### src/rtl/dma_pkg.sv
// Register map, AXI-Lite constants and FSM state encoding for the AXI DMA
// simple-mode configuration writer.
package dma_pkg;

  localparam logic [9:0]  REG_DMACR  = 10'h00;
  localparam logic [9:0]  REG_DMASR  = 10'h04;
  localparam logic [9:0]  REG_ADDR   = 10'h18;
  localparam logic [9:0]  REG_LEN    = 10'h28;

  localparam logic [9:0]  MM2S_BASE  = 10'h00;
  localparam logic [9:0]  S2MM_BASE  = 10'h30;

  localparam logic [31:0] DMACR_RS   = 32'h1;
  localparam logic [1:0]  BRESP_OKAY = 2'b00;

  typedef enum logic [2:0] {
    ST_IDLE    = 3'd0,
    ST_WR_CR   = 3'd1,
    ST_WR_ADDR = 3'd2,
    ST_WR_LEN  = 3'd3,
    ST_DONE    = 3'd4
  } state_t;

endpackage

### src/rtl/dma_cfg_write_if.sv
// AXI-Lite write channel (AW/W/B) between the configuration writer and the
// DMA register slave.
interface dma_cfg_write_if;
  logic [9:0]  s_axi_lite_awaddr;
  logic        s_axi_lite_awvalid;
  logic        s_axi_lite_awready;
  logic [31:0] s_axi_lite_wdata;
  logic [3:0]  s_axi_lite_wstrb;
  logic        s_axi_lite_wvalid;
  logic        s_axi_lite_wready;
  logic [1:0]  s_axi_lite_bresp;
  logic        s_axi_lite_bvalid;
  logic        s_axi_lite_bready;

  modport master (
    output s_axi_lite_awaddr, s_axi_lite_awvalid, s_axi_lite_wdata,
           s_axi_lite_wstrb, s_axi_lite_wvalid, s_axi_lite_bready,
    input  s_axi_lite_awready, s_axi_lite_wready, s_axi_lite_bresp,
           s_axi_lite_bvalid
  );

  modport slave (
    input  s_axi_lite_awaddr, s_axi_lite_awvalid, s_axi_lite_wdata,
           s_axi_lite_wstrb, s_axi_lite_wvalid, s_axi_lite_bready,
    output s_axi_lite_awready, s_axi_lite_wready, s_axi_lite_bresp,
           s_axi_lite_bvalid
  );
endinterface

### src/rtl/axil_single_write.sv
// One AXI-Lite write: `go` loads address/data and raises AW/W/B together;
// `ok`/`fail` pulse on the accepted write response.
module axil_single_write
  import dma_pkg::*;
(
  input  logic        clk,
  input  logic        rst,
  input  logic        go,
  input  logic [9:0]  addr,
  input  logic [31:0] data,
  output logic        ok,
  output logic        fail,
  dma_cfg_write_if.master axil
);

  logic        awvalid_q, awvalid_d;
  logic        wvalid_q,  wvalid_d;
  logic        bready_q,  bready_d;
  logic        aw_done_q, aw_done_d;
  logic        w_done_q,  w_done_d;
  logic [9:0]  awaddr_q,  awaddr_d;
  logic [31:0] wdata_q,   wdata_d;
  logic        b_fire;

  // The response is only taken once both address and data have been accepted.
  assign b_fire = axil.s_axi_lite_bvalid && bready_q && aw_done_q && w_done_q;
  assign ok     = b_fire && (axil.s_axi_lite_bresp == BRESP_OKAY);
  assign fail   = b_fire && (axil.s_axi_lite_bresp != BRESP_OKAY);

  always_comb begin
    awvalid_d = awvalid_q;
    wvalid_d  = wvalid_q;
    bready_d  = bready_q;
    aw_done_d = aw_done_q;
    w_done_d  = w_done_q;
    awaddr_d  = awaddr_q;
    wdata_d   = wdata_q;
    if (go) begin
      awvalid_d = 1'b1;
      wvalid_d  = 1'b1;
      bready_d  = 1'b1;
      aw_done_d = 1'b0;
      w_done_d  = 1'b0;
      awaddr_d  = addr;
      wdata_d   = data;
    end else begin
      if (awvalid_q && axil.s_axi_lite_awready) begin
        awvalid_d = 1'b0;
        aw_done_d = 1'b1;
      end
      if (wvalid_q && axil.s_axi_lite_wready) begin
        wvalid_d = 1'b0;
        w_done_d = 1'b1;
      end
      if (b_fire) bready_d = 1'b0;
    end
  end

  always_ff @(posedge clk) begin
    if (rst) begin
      awvalid_q <= 1'b0;
      wvalid_q  <= 1'b0;
      bready_q  <= 1'b0;
      aw_done_q <= 1'b0;
      w_done_q  <= 1'b0;
      awaddr_q  <= '0;
      wdata_q   <= '0;
    end else begin
      awvalid_q <= awvalid_d;
      wvalid_q  <= wvalid_d;
      bready_q  <= bready_d;
      aw_done_q <= aw_done_d;
      w_done_q  <= w_done_d;
      awaddr_q  <= awaddr_d;
      wdata_q   <= wdata_d;
    end
  end

  assign axil.s_axi_lite_awaddr  = awaddr_q;
  assign axil.s_axi_lite_awvalid = awvalid_q;
  assign axil.s_axi_lite_wdata   = wdata_q;
  assign axil.s_axi_lite_wstrb   = 4'hF;
  assign axil.s_axi_lite_wvalid  = wvalid_q;
  assign axil.s_axi_lite_bready  = bready_q;

endmodule

### src/rtl/dma_cfg_write.sv
// Programs one AXI DMA channel in simple mode: DMACR (RS=1), SA/DA, then
// LENGTH, which starts the transfer; `done` pulses after LENGTH is accepted.
module dma_cfg_write
  import dma_pkg::*;
#(
  parameter logic [9:0] CH_BASE = 10'h00
) (
  input  logic        clk,
  input  logic        rst,
  input  logic        start,
  input  logic [31:0] cfg_addr,
  input  logic [25:0] cfg_len,
  output logic        busy,
  output logic        done,
  output logic        err,
  dma_cfg_write_if.master axil
);

  state_t      state_q, state_d;
  logic [31:0] addr_q,  addr_d;
  logic [25:0] len_q,   len_d;
  logic        busy_q,  busy_d;
  logic        done_q,  done_d;
  logic        err_q,   err_d;
  logic        go;
  logic [9:0]  wr_addr;
  logic [31:0] wr_data;
  logic        wr_ok, wr_fail;

  always_comb begin
    state_d = state_q;
    addr_d  = addr_q;
    len_d   = len_q;
    err_d   = 1'b0;
    go      = 1'b0;
    wr_addr = '0;
    wr_data = '0;

    case (state_q)
      ST_IDLE: begin
        if (start) begin
          if (cfg_len != '0) begin
            addr_d  = cfg_addr;
            len_d   = cfg_len;
            state_d = ST_WR_CR;
          end else begin
            err_d = 1'b1;
          end
        end
      end
      ST_WR_CR:   if (wr_ok) state_d = ST_WR_ADDR; else if (wr_fail) state_d = ST_IDLE;
      ST_WR_ADDR: if (wr_ok) state_d = ST_WR_LEN;  else if (wr_fail) state_d = ST_IDLE;
      ST_WR_LEN:  if (wr_ok) state_d = ST_DONE;    else if (wr_fail) state_d = ST_IDLE;
      ST_DONE:    state_d = ST_IDLE;
      default:    state_d = ST_IDLE;
    endcase

    if (wr_fail) err_d = 1'b1;

    // Launching on the transition edge lets valids rise in the first cycle of each write state.
    if (state_d != state_q) begin
      case (state_d)
        ST_WR_CR:   begin go = 1'b1; wr_addr = CH_BASE + REG_DMACR; wr_data = DMACR_RS;        end
        ST_WR_ADDR: begin go = 1'b1; wr_addr = CH_BASE + REG_ADDR;  wr_data = addr_q;          end
        ST_WR_LEN:  begin go = 1'b1; wr_addr = CH_BASE + REG_LEN;   wr_data = {6'b0, len_q};   end
        default:    go = 1'b0;
      endcase
    end

    busy_d = (state_d != ST_IDLE);
    done_d = (state_d == ST_DONE);
  end

  always_ff @(posedge clk) begin
    if (rst) begin
      state_q <= ST_IDLE;
      addr_q  <= '0;
      len_q   <= '0;
      busy_q  <= 1'b0;
      done_q  <= 1'b0;
      err_q   <= 1'b0;
    end else begin
      state_q <= state_d;
      addr_q  <= addr_d;
      len_q   <= len_d;
      busy_q  <= busy_d;
      done_q  <= done_d;
      err_q   <= err_d;
    end
  end

  axil_single_write u_wr (
    .clk  (clk),
    .rst  (rst),
    .go   (go),
    .addr (wr_addr),
    .data (wr_data),
    .ok   (wr_ok),
    .fail (wr_fail),
    .axil (axil)
  );

  assign busy = busy_q;
  assign done = done_q;
  assign err  = err_q;

endmodule

### src/flat_wrapper.sv
// flat-port wrapper written by rule: the top's interface ports become plain ports
module dma_cfg_write_flat import dma_pkg::*;
#(
  parameter logic [9:0] CH_BASE = 10'h00
)
  (clk, rst, start, cfg_addr, cfg_len, busy, done, err, axil_s_axi_lite_awaddr, axil_s_axi_lite_awvalid, axil_s_axi_lite_wdata, axil_s_axi_lite_wstrb, axil_s_axi_lite_wvalid, axil_s_axi_lite_bready, axil_s_axi_lite_awready, axil_s_axi_lite_wready, axil_s_axi_lite_bresp, axil_s_axi_lite_bvalid);
  dma_cfg_write_if axil_i ();
  input  logic clk;
  input  logic rst;
  input  logic start;
  input  logic [31:0] cfg_addr;
  input  logic [25:0] cfg_len;
  output logic busy;
  output logic done;
  output logic err;
  output wire logic [$bits(axil_i.s_axi_lite_awaddr)-1:0] axil_s_axi_lite_awaddr;
  output wire logic [$bits(axil_i.s_axi_lite_awvalid)-1:0] axil_s_axi_lite_awvalid;
  output wire logic [$bits(axil_i.s_axi_lite_wdata)-1:0] axil_s_axi_lite_wdata;
  output wire logic [$bits(axil_i.s_axi_lite_wstrb)-1:0] axil_s_axi_lite_wstrb;
  output wire logic [$bits(axil_i.s_axi_lite_wvalid)-1:0] axil_s_axi_lite_wvalid;
  output wire logic [$bits(axil_i.s_axi_lite_bready)-1:0] axil_s_axi_lite_bready;
  input wire logic [$bits(axil_i.s_axi_lite_awready)-1:0] axil_s_axi_lite_awready;
  input wire logic [$bits(axil_i.s_axi_lite_wready)-1:0] axil_s_axi_lite_wready;
  input wire logic [$bits(axil_i.s_axi_lite_bresp)-1:0] axil_s_axi_lite_bresp;
  input wire logic [$bits(axil_i.s_axi_lite_bvalid)-1:0] axil_s_axi_lite_bvalid;
  assign axil_s_axi_lite_awaddr = axil_i.s_axi_lite_awaddr;
  assign axil_s_axi_lite_awvalid = axil_i.s_axi_lite_awvalid;
  assign axil_s_axi_lite_wdata = axil_i.s_axi_lite_wdata;
  assign axil_s_axi_lite_wstrb = axil_i.s_axi_lite_wstrb;
  assign axil_s_axi_lite_wvalid = axil_i.s_axi_lite_wvalid;
  assign axil_s_axi_lite_bready = axil_i.s_axi_lite_bready;
  assign axil_i.s_axi_lite_awready = axil_s_axi_lite_awready;
  assign axil_i.s_axi_lite_wready = axil_s_axi_lite_wready;
  assign axil_i.s_axi_lite_bresp = axil_s_axi_lite_bresp;
  assign axil_i.s_axi_lite_bvalid = axil_s_axi_lite_bvalid;
  dma_cfg_write #(.CH_BASE(CH_BASE)) u_core (.clk(clk), .rst(rst), .start(start), .cfg_addr(cfg_addr), .cfg_len(cfg_len), .busy(busy), .done(done), .err(err), .axil(axil_i));
endmodule
### config.mk
export PLATFORM = sky130hd
export DESIGN_NAME = dma_cfg_write_flat
export DESIGN_NICKNAME = d
export VERILOG_FILES = /design/src/rtl/dma_pkg.sv /design/src/rtl/dma_cfg_write_if.sv /design/src/rtl/axil_single_write.sv /design/src/rtl/dma_cfg_write.sv /design/src/flat_wrapper.sv
export SDC_FILE = /design/constraint.sdc
export NUM_CORES = 1
export LEC_CHECK = 0
export ABC_AREA = 1
export CAP_MARGIN = 30
export CORE_ASPECT_RATIO = 1.75
export CORE_MARGIN = 2
export CORE_UTILIZATION = 35
export CTS_BUF_LIST = sky130_fd_sc_hd__clkbuf_16
export CTS_CLUSTER_DIAMETER = 30
export DETAILED_ROUTE_END_ITERATION = 7
export HOLD_SLACK_MARGIN = 0.12
export PLACE_DENSITY = 0.71
export SETUP_SLACK_MARGIN = 0.3
export SLEW_MARGIN = 20
export SYNTH_ARGS = -nofsm -noshare
export SYNTH_HDL_FRONTEND = slang
export SYNTH_SLANG_ARGS = --single-unit
### constraint.sdc
create_clock -name clk -period 2.1 [get_ports clk]
set_input_delay 0.42 -clock clk [delete_from_list [all_inputs] [get_ports clk]]
set_output_delay 0.42 -clock clk [all_outputs]
set_load 0.03 [all_outputs]
; ---- After elaboration in Yosys (flattened, before gate mapping)
; Index checks and enable logic that the tools add are counted.
[word_totals]
ff_bits = 111
in_bits = 66
output_inout_bits = 52
wordCells = 62
[op_classes]
eq_ne = 8
muxes = 23
n_reduce_logical = 18
[ops]
columns = cell, count
row1 = $pmux 32 s3, 1
row2 = $mux 32, 1
row3 = $reduce_bool 26->1, 1
row4 = $mux 3, 6
row5 = $eq 3x2->1 const B, 4
row6 = $mux 1, 12
row7 = $pmux 3 s4, 1
row8 = $pmux 6 s2, 1
row9 = $mux 10, 1
row10 = $reduce_bool 2->1, 4
row11 = $logic_and 1x1->1, 7
row12 = $eq 3x1->1 const B, 2
row13 = $eq 3x3->1 const B, 1
row14 = $logic_not 3->1, 1
row15 = $ne 3x3->1, 1
row16 = $reduce_and 3->1, 1
row17 = $reduce_bool 3->1, 1
row18 = $reduce_or 3->1, 1
row19 = $logic_not 2->1, 1
row20 = $reduce_or 2->1, 1

; ---- Depth between registers and ports, before layout
; Gate-level depths: netlist of the first run.
[logic_depth]
word_depth = 12
mapped_depth = 16
depth_no_buf = 14

; ---- Cells and area by module
; Synthesis of the first run repeated with hierarchy kept, for this count alone.
[hier_totals]
hier_cells = 709
area_unflattened_um2 = 5023.6
[by_module_without_submodules]
columns = module, n_inst, cells_each, area_each_um2, seq_area_each_um2
row1 = dma_cfg_write, 1, 492, 3228.1, 1281.2
row2 = axil_single_write, 1, 217, 1795.5, 940.9

; ---- Worst setup path after synthesis of the first run
; No wires, ideal clock.
[synth_path]
kind = register -> register
from = reg u_core.u_wr.bready_q (netlist: u_core.u_wr.axil.s_axi_lite_bready)
to = reg u_core.u_wr.wdata_q[24] (netlist: u_core.u_wr.axil.s_axi_lite_wdata[24])
setup_ns = 0.114
arrival_ns = 1.791
required_ns = 1.986
setup_slack_ns = 0.195
stages_incl_launch_ff = 14
path_buffers = 2
synth_period_minus_slack_ns = 1.905
cell_sequence = dfxtp_1 -> nand2_1 -> nor2_4 -> nor2_1 -> o21ai_2 -> nand2_2 -> inv_1 -> nand2_1 -> nand2_2 -> buf_6 -> buf_6 -> nand2_1 -> nand2_1 -> nor2_2
[synth_between]
elab_chain_cells = 11
word_cells_on_any_way = 19
classes_between = eq/ne: 4 / mux: 9 / reduce/logical: 6
[synth_lines]
columns = item, line_no
row1 = "start, declared", axil_single_write.sv:18  ; logic bready_q, bready_d;
row2 = "start signal, assigned", axil_single_write.sv:71  ; bready_q <= bready_d;
row3 = $logic_and 1x1->1 (*) (3 in a row), axil_single_write.sv:26  ; assign b_fire = axil.s_axi_lite_bvalid && bready_q && aw_done_q && w_done_q;
row4 = $logic_and 1x1->1, axil_single_write.sv:28  ; assign fail = b_fire && (axil.s_axi_lite_bresp != BRESP_OKAY);
row5 = $mux 3, "dma_cfg_write.sv:51, dma_cfg_write.sv:52, dma_cfg_write.sv:53"
row6 = "$mux 3, on equally long branches", "dma_cfg_write.sv:53, dma_cfg_write.sv:51, dma_cfg_write.sv:52"
row7 = $pmux 3 s4 (*), dma_cfg_write.sv:39  ; case (state_q)
row8 = $eq 3x1->1 or $eq 3x2->1 (tied branches), dma_cfg_write.sv:62  ; case (state_d)
row9 = $reduce_or 3->1 (no source line), -
row10 = $mux 1, dma_cfg_write.sv:62
row11 = $mux 1, dma_cfg_write.sv:61  ; if (state_d != state_q) begin
row12 = "end signal, assigned", axil_single_write.sv:75  ; wdata_q <= wdata_d;
row13 = "end, declared", axil_single_write.sv:22  ; logic [31:0] wdata_q, wdata_d;
; Mark *: on every way between the ends. The rest lies on a longest branch, timed or not.
; A chain may end at the register's enable or synchronous reset.

; ---- Worst setup path after layout of the first run
[layout_path]
from = reg u_core.u_wr.bready_q (netlist: u_core.u_wr.axil.s_axi_lite_bready)
to = reg u_core.u_wr.wdata_q[22] (netlist: u_core.u_wr.axil.s_axi_lite_wdata[22])
; The elaborated chain is that of the path after synthesis.

==> results of run 1 <==
[state kept, by name, indices dropped and copies added, names as in the netlist, 3 cells and up]
name                                flops
u_core.u_wr.axil.s_axi_lite_wdata      32
u_core.addr_q                          32
u_core.state_q                          3
u_core.len_q                           26
u_core.u_wr.axil.s_axi_lite_awaddr      3
[cells in the mapped netlist, drive strengths merged]
library cell / n
conb: 2
nand4: 2
dfxtp: 104
inv: 69
nand2: 133
a31oi: 1
o21ai: 84
nor3: 1
and2: 1
a21oi: 31
clkbuf: 22
nor2: 142
clkinv: 2
buf: 24
nand3: 20
[routing by layer]
layer,part of all wire,vias up
li1,-,2279
met1,0.35,2066
met2,0.57,135
met3,0.041,29
met4,0.035,0
met5,0,-
[timing repair]
| action | 4_1_cts | 5_1_grt |
|---|---|---|
| setup endpoints to repair | 113 | 120 |
| cloned | 4 | 5 |
| gates resized for setup | 127 | 142 |
| pin swaps | 48 | 33 |
| buffers inserted | 34 | 8 |
[cell families after synthesis]
group,after synthesis,share of synthesized area
AO/OA/AOI/OAI,116,0.1316
buffers and inverters,117,0.1220
flip-flops,104,0.4679
other,2,0.001688
AND/OR/NAND/NOR,299,0.2767
[per-stage QoR]
| step | hold slack (ps) | setup TNS, ps | instances | utilization | instance area (µm²) |
|---|---|---|---|---|---|
| floorplan | 424.5 | 0 | 647 | - | 4484 |
| global placement | 431.4 | -16660 | 904 | 0.4663 | 5797 |
| detailed placement | 436.3 | -19050 | 904 | 0.4663 | 5797 |
| CTS | 416.4 | 0 | 958 | 0.5315 | 6608 |
| global route | 367.1 | 0 | 971 | 0.5689 | 7073 |
| finish | 341.9 | 0 | 971 | 0.5689 | 7073 |
[placed cells by master, fill, tap and decap left out, drive strengths merged]
master / synthesis / routed
nand4: 2 / 2
nor3: 1 / 1
clkinvlp: 0 / 1
buf: 24 / 80
clkbuf: 22 / 29
nor2: 142 / 142
clkdlybuf4s50: 0 / 40
bufinv: 0 / 1
clkdlybuf4s15: 0 / 6
dlymetal6s2s: 0 / 21
and2: 1 / 1
a31oi: 1 / 1
a21oi: 31 / 31
clkinv: 2 / 1
nand3: 20 / 20
dfxtp: 104 / 104
o21ai: 84 / 84
nand2: 133 / 133
inv: 69 / 75
dlygate4sd2: 0 / 19
conb: 2 / 11
[final timing paths]
check	start	end	slack, ps	cells after the start
hold / removal	cfg_len[17]	u_core.len_q[17]	340	3
setup / recovery	u_core.u_wr.axil.s_axi_lite_bready	u_core.u_wr.axil.s_axi_lite_wdata[22]	190	14
setup reg to reg	u_core.u_wr.axil.s_axi_lite_bready	u_core.u_wr.axil.s_axi_lite_wdata[22]	190	14
hold reg to reg	u_core.addr_q[26]	u_core.addr_q[26]	450	2
[cell type report]
cell class              instances  area, µm²  area share
clock buffers                   9      225.2     0.03184
clock inverters                 7      95.09     0.01344
inverters                      71      275.3     0.03892
multi-input cells             426       2271      0.3211
flip-flops and latches        104       2091      0.2956
well taps                     168      210.2     0.02972
repair buffers                186       1906      0.2694
[worst max-delay path, stage by stage (launching register included)]
cell and delay (ps):
dfxtp_2 350, nand2_2 70, nor2_4 220, nand2_4 100, nor2_4 110, o21ai_4 80, nand2_4 110, nand2_4 60
nand3_4 70, nand2_4 70, buf_4 130, buf_6 130, clkbuf_16 170, nor2_4 80, nor2_1 50
[power breakdown]
| part | switching, mW | internal, mW | total, mW | leakage [nW] |
|---|---|---|---|---|
| registers | 0.0713 | 2.11 | 2.18 | 0.859 |
| logic | 0.542 | 0.455 | 0.997 | 2.52 |
| clock network | 0.826 | 0.965 | 1.79 | 0.158 |
| total | 1.44 | 3.53 | 4.97 | 3.54 |
==> flow_summary.ini, run 1 <==
[status]
status = finished, final reports clean

[clocking]
htreeDepth = 3
cts_buffer_depth = 2
insertion_delay_ps = 350
root_buffer = clkbuf_16
ctsHoldBuffers = 0
cts.sinks = 104
cts_tree = yes
clk_pin_slew_worst_paths_ps = 80
numCtsBuffers = 9

[global_route]
grt_pass1_vias = 4134
grtUsageTotal = 0.1893
busiest_layer = met2
overflow = 0
grtUsageMet3 = 0.02916
grt_pass1_wl_um = 19870
met2_usage = 0.3587
antenna_found_initial = 0
grt_start_max_net_pins = 77
use_met1 = 0.1948

[yosys]
syn_avg_cell_area_um2 = 6.974
syn_area_um2 = 4449
postSynthCellCount = 638
yosysTopAreaCell = dfxtp_1
ys_warn_count = 0
ys_ff_latch = 104
synth_area_leaders = dfxtp_1 47%, nor2_1 12%, nand2_1 10%, o21ai_0 9.3%, inv_1 5.6%
ys_seq_area_frac = 0.4679
yosysTopAreaCellShare = 0.4679
yosysUniqueCellTypes = 23

[placed_design]
io_buffers = 106
place.gp.congestion = 0.8326
hpwl_um = 8098
place_ws_ps = -299.5

[worst_hold_path]
worst_hold_path_type = input port to flop

[floorplanning]
start_util = 0.3579
ios = 118
core_area_um2 = 12430
rows = 54
die_h_um = 153.2
die-area_um2 = 13670
die_x_um = 89.23

[sta]
hold_violations = 0
fin_worst_skew_ps = 8.971
setup_slack_ps = 195.0
period_minus_slack_ps = 1905
fmax_mhz = 524.9
setup_viol = 0
rsz0062_at_grt = yes
slew_violations = 0
timing.final.crit_share = 0.9072

[worst_setup_path]
critPathCaptureType = flop
crit_type = flop to flop
critPathRequiredTime_ps = 2350
critPathLaunchType = flop
cp_max_fo = 7
cp.arrival_ps = 2150

[power_and_ir_drop]
power_leakage_nw = 3.541
total_power_mw = 4.973
peakVddDrop_mv = 0.3771
powerDensity_nw_per_um2 = 703.0

[drt]
drtAntennaViolNets = 0
dr.pass1.iters = 6
drt_wl_total_um = 13870
viasPerCell = 4.644
initialDrtViolationCount = 202
num_vias = 4509
wl_per_cell_um = 14.28
drc_errors = 0

[final_layout]
fill_cells = 1142
drive_gt1_frac = 0.2802
nets = 864
syn_to_final_growth_pct = 58.97
diodes = 0

[run]
maxCapViolations = 0
(Power assumes the default switching activity.)
==> run 2: changes to the inputs <==
TNS_END_PERCENT = 50   (was default)
==> run 2 against run 1 <==
  * Critical path depth did not move
  * Combinational power decreased by 3.3%
  * Wire length shrank 4.6%
  * Critical endpoint unchanged
  * Worst setup slack improved by 5.5 ps
  * Final area shrank 2.4%
  * Global-route usage is 0.054 points lower
  * Clock-buffer cell count did not move
  * Largest cell class unchanged
  * Critical path type unchanged
  * Register-to-register slack barely moved
  * Die area unchanged
  * Clock skew down 1.0 ps
  * Sequential share of layout area is 0.68 points higher
  * Sequential power hardly changed
==> flow_summary.ini, run 2 (same netlist as run 1, synthesis figures left out) <==
[clocking]
cts.sinks = 104
clk_pin_slew_worst_paths_ps = 80
insertion_delay_ps = 340
root_buffer = clkbuf_16
cts_buffer_depth = 2
htreeDepth = 3
cts_tree = yes
ctsHoldBuffers = 0
numCtsBuffers = 9

[run]
maxCapViolations = 0

[power_and_ir_drop]
powerDensity_nw_per_um2 = 714.5
power_leakage_nw = 3.028
peakVddDrop_mv = 0.3675

[sta]
hold_violations = 0
holdWs_ps = 415.0
fin_tns_setup_ps = 0
timing.final.crit_share = 0.9045
period_minus_slack_ps = 1900
fin_worst_skew_ps = 7.932
slew_violations = 0
setup_slack_ps = 200.4
rsz0062_at_grt = yes
setup_viol = 0
fmax_mhz = 526.4

[placed_design]
io_buffers = 106
place_ws_ps = -299.5
dpl_cell_area_um2 = 5797
hpwl_um = 8098
place.gp.congestion = 0.8326

[global_route]
overflow = 0
grt_pass1_wl_um = 19830
antenna_found_initial = 0
grtUsageTotal = 0.1887
grt_pass1_vias = 4135
grt_start_max_net_pins = 77

[drt]
dr.pass1.iters = 7
drtAntennaViolNets = 0
drc_errors = 0
num_vias = 4437
initialDrtViolationCount = 188
viasPerCell = 4.607
drt_wl_total_um = 13240
wl_per_cell_um = 13.75

[worst_setup_path]
reg2reg_to = u_core.u_wr.axil.s_axi_lite_wdata[22]
critPathRequiredTime_ps = 2340
reg2reg_depth = 14
r2r-start = u_core.u_wr.axil.s_axi_lite_bready
crit_type = flop to flop
critPathCaptureType = flop
endpoint = u_core.u_wr.axil.s_axi_lite_wdata[22]
critPathLaunchType = flop
cp_max_fo = 7
critPathLaunch = u_core.u_wr.axil.s_axi_lite_bready
cp.arrival_ps = 2140
rrSetupSlack_ps = 200

[final_layout]
syn_to_final_growth_pct = 55.20
design_area_um2 = 6905
mostFrequentLayoutCell = nand2_1
layout_common_cells = 106 x nand2_1, 104 x nor2_1, 99 x dfxtp_1, 75 x clkdlybuf4s50_1, 68 x o21ai_0
fill_cells = 1191
multiInputGateArea_um2 = 2192
nets = 856
drive_gt1_frac = 0.2415
utilization = 0.5555
diodes = 0
seq_area_um2 = 2088

[floorplanning]
die_h_um = 153.2
start_util = 0.3579
core_area_um2 = 12430
ios = 118
die-area_um2 = 13670
die_x_um = 89.23
rows = 54

[worst_hold_path]
worst_hold_path_type = input port to flop
hold-path-cell-count = 3

[status]
status = finished, final reports clean
[run 2: cell types whose count changed in the layout (fill, tap and decap cells not counted), moves of 3 or more]
cell	delta
dlygate4sd2_1	-6
buf_6	-3
nor2_1	+6
nand2_2	+3
dlymetal6s2s_1	-21
clkdlybuf4s15_1	+8
clkbuf_2	-16
nor2_4	-6
nand2_4	-3
clkdlybuf4s50_1	+35
[run 2: metrics by stage]
step / total power, mW / std cells
3_5_place_dp: 3.004 / 904
4_1_cts: 4.906 / 958
2_1_floorplan: 2.689 / 647
6_report: 4.934 / 963
3_3_place_gp: 2.992 / 904
5_1_grt: 5.141 / 963
[run 2: how the worst min path moves through the flow]
stage | slack [ps] | endpoint | start
5_1_grt | 410 | u_core.len_q[21] | cfg_len[21]
4_1_cts | 420 | u_core.len_q[21] | cfg_len[21]
3_5_place_dp | 440 | u_core.len_q[14] | u_core.len_q[14]
6_report | 410 | u_core.len_q[4] | cfg_len[4]
2_1_floorplan | 420 | u_core.addr_q[26] | u_core.addr_q[26]
3_3_place_gp | 430 | u_core.addr_q[28] | u_core.addr_q[28]
[run 2: layer usage]
metal | vias to the layer above | wire length, µm | GRT usage
met1 | 2025 | 4720 | 0.1941
met5 | - | 0 | 0
met2 | 130 | 7568 | 0.3580
li1 | 2260 | - | -
met3 | 22 | 537 | 0.02916
met4 | 0 | 410 | 0.08031
[run 2: report_power, final]
group          total (mW)  leakage (nW)  internal (mW)  switching (mW)
sequential           2.18         0.859           2.11          0.0704
combinational       0.964          2.01          0.446           0.518
clock                1.79         0.158          0.966           0.821
total                4.93          3.03           3.52            1.41
[run 2: what timing repair did]
item	in CTS	in global routing
cloned	4	2
resized for setup	113	69
endpoints found under the setup margin	113	134
buffers inserted	34	3
pin swaps	48	26
[run 2: critical path: stages, from the launching register on]
cell and delay [ps]:
dfxtp_2 350, nand2_2 70, nor2_4 190, nand2_2 110, nor2_2 100, o21ai_2 90, nand2_4 120, nand2_4 60
nand3_4 70, nand2_4 70, buf_4 130, buf_6 130, clkbuf_16 170, nor2_4 80, nor2_1 50
[run 2: layout make-up]
cell class / instances / area share
clock buffers: 9 / 0.03261
multi-input cells: 426 / 0.3174
inverters: 71 / 0.03896
well taps: 168 / 0.03044
flip-flops and latches: 104 / 0.3024
clock inverters: 7 / 0.01377
repair buffers: 178 / 0.2644
==> run 3: changes to the inputs <==
CORE_ASPECT_RATIO = default   (was 1.75)
clock period = 2.2 ns   (was 2.1 ns; I/O delays follow)
==> run 3 against run 2 <==
  * Worst setup slack improved by 67 ps
  * Global-route usage decreased by 1.8 points
  * Clock-buffer cell count did not move
  * Register-to-register slack gained 110 ps
  * Final area fell by 6.3%
  * Die area is 0.26% lower
  * Power shrank 13%
  * Clock skew is 4.0 ps lower
  * Clock power decreased by 22%
  * Highest routed layer unchanged
  * Final cell count down 1.3%
  * Via count is 5.7% lower
  * Combinational power fell by 15%
==> flow_summary.ini, run 3 (same netlist as run 1, synthesis figures left out) <==
[status]
status = finished, final reports clean

[drt]
num_vias = 4183
drc_errors = 0
viasPerCell = 4.403
wl_per_cell_um = 12.16
initialDrtViolationCount = 185
dr.pass1.iters = 4
drt_wl_total_um = 11550
drtAntennaViolNets = 0

[global_route]
antenna_found_initial = 0
grtUsageMet3 = 0.03114
overflow = 0
grt_pass1_wl_um = 18250
use_met1 = 0.2212
met2_usage = 0.2844
busiest_layer = met2
grt_start_max_net_pins = 62
grt_pass1_vias = 3898
grtUsageTotal = 0.1711

[clocking]
ctsHoldBuffers = 0
clk_pin_slew_worst_paths_ps = 70
htreeDepth = 3
cts_tree = yes
cts.sinks = 104
insertion_delay_ps = 340
numCtsBuffers = 9
root_buffer = clkbuf_16
cts_buffer_depth = 2

[power_and_ir_drop]
switching_power_mw = 1.169
peakVddDrop_mv = 0.3434
total_power_mw = 4.305
sw_frac_of_total = 0.2717
seqPwrFrac = 0.484
power_leakage_nw = 2.918
pwr-share-clk = 0.324
intPower_mw = 3.136
powerDensity_nw_per_um2 = 665.0
power_frac_comb = 0.191

[worst_setup_path]
reg2reg_depth = 14
cp.arrival_ps = 2210
critPathCaptureType = flop
critPathRequiredTime_ps = 2480
critPathLaunchType = input port
cp_max_fo = 8
crit_type = input port to flop

[final_layout]
mostFrequentLayoutCell = nor2_1
fill_cells = 1268
multiInputGateArea_um2 = 2031
seq_area_um2 = 2091
layout_common_cells = 123 x nor2_1, 102 x nand2_1, 99 x dfxtp_1, 77 x o21ai_0, 76 x clkdlybuf4s50_1
utilization = 0.5172
nets = 840
layoutNonFillerInstCount = 950
syn_to_final_growth_pct = 45.50
diodes = 0
drive_gt1_frac = 0.2044

[worst_hold_path]
worst_hold_path_type = input port to flop
hold-path-cell-count = 3

[sta]
period_minus_slack_ps = 1932
slew_headroom = 0.6594
fin_worst_skew_ps = 3.909
timing.final.crit_share = 0.8783
fmax_mhz = 517.5
setup_viol = 0
slew_violations = 0
rsz0062_at_grt = yes
tightest_slew_ps = 510.3
hold_violations = 0

[floorplanning]
start_util = 0.3555
ios = 118
rows = 41
core_area_um2 = 12520
die_h_um = 116.8
die_x_um = 116.8
die-area_um2 = 13630

[run]
maxCapViolations = 0

[placed_design]
place.gp.congestion = 0.8267
io_buffers = 106
hpwl_um = 7637
post-place-cells = 911
==> run 3: changes by cell type in the layout (fill, tap and decap cells not counted), moves of 4 or more <==
cell and change:
buf_16 -4, buf_4 -13, clkbuf_2 +13, clkdlybuf4s15_1 -6
clkinv_2 +4, dlygate4sd2_1 -10, dlymetal6s2s_1 +5, nand2_1 -4
nand2_2 +6, nor2_1 +19, nor2_4 -18, o21ai_0 +9
o21ai_2 -6
==> run 3: final timing paths <==
check	from	to	slack, ps
max reg2reg	u_core.u_wr.aw_done_q	u_core.u_wr.axil.s_axi_lite_wdata[0]	310
min reg2reg	u_core.len_q[3]	u_core.len_q[3]	450
max	cfg_len[24]	u_core.u_wr.axil.s_axi_lite_wdata[3]	270
min	cfg_len[21]	u_core.len_q[21]	360
==> run 3: final cells by class <==
cell class	instances	share of cell area
Sequential cell	104	0.3230
Inverter	71	0.04175
Tap cell	172	0.03324
Clock inverter	6	0.004639
Timing Repair Buffer	162	0.2489
Clock buffer	9	0.03479
Multi-Input combinational cell	426	0.3137
==> run 3: repair_timing <==
action,CTS,global route
setup buffers,11,7
cloned,2,4
gates resized for setup,45,96
pin swaps,5,49
endpoints found under the setup margin,80,74
==> run 3: critical path: stages <==
cell,delay (ps)
clkdlybuf4s15_1,180
inv_2,70
nand2_2,60
nor2_4,120
nand2_1,70
nor2_2,110
nand2_1,80
nand2_2,110
nand2_2,80
buf_6,130
nor2_4,260
clkbuf_16,230
nand2_1,50
o21ai_0,60
nor2_1,50
nor2_1,90
==> run 3: power groups by stage <==
stage | clock network [mW] | logic, mW | registers [mW]
after floorplan | 0 | 0.365 | 2.20
after global placement | 0 | 0.746 | 2.12
after detailed placement | 0 | 0.754 | 2.12
after CTS | 1.44 | 0.774 | 2.08
after global routing | 1.51 | 0.916 | 2.10
final | 1.40 | 0.824 | 2.08
==> run 3: through the flow <==
stage	worst slack, ps	TNS (ps)	instance area [µm²]	hold WS [ps]
6_report	267.8	0	6474	356.7
5_1_grt	136.0	0	6474	366.2
4_1_cts	267.7	0	6196	450.7
3_5_place_dp	-210.4	-11260	5799	441.5
3_3_place_gp	-187.0	-10160	5799	435.2
2_1_floorplan	425.0	0	4484	424.5
==> run 3: routing by layer <==
metal  wire length (µm)  up-vias  share of wire
met5                  0        -              0
met4                193        0          0.017
met3                480       14          0.042
met2               5300       88           0.46
met1               5577     1864           0.48
li1                   -     2217              -
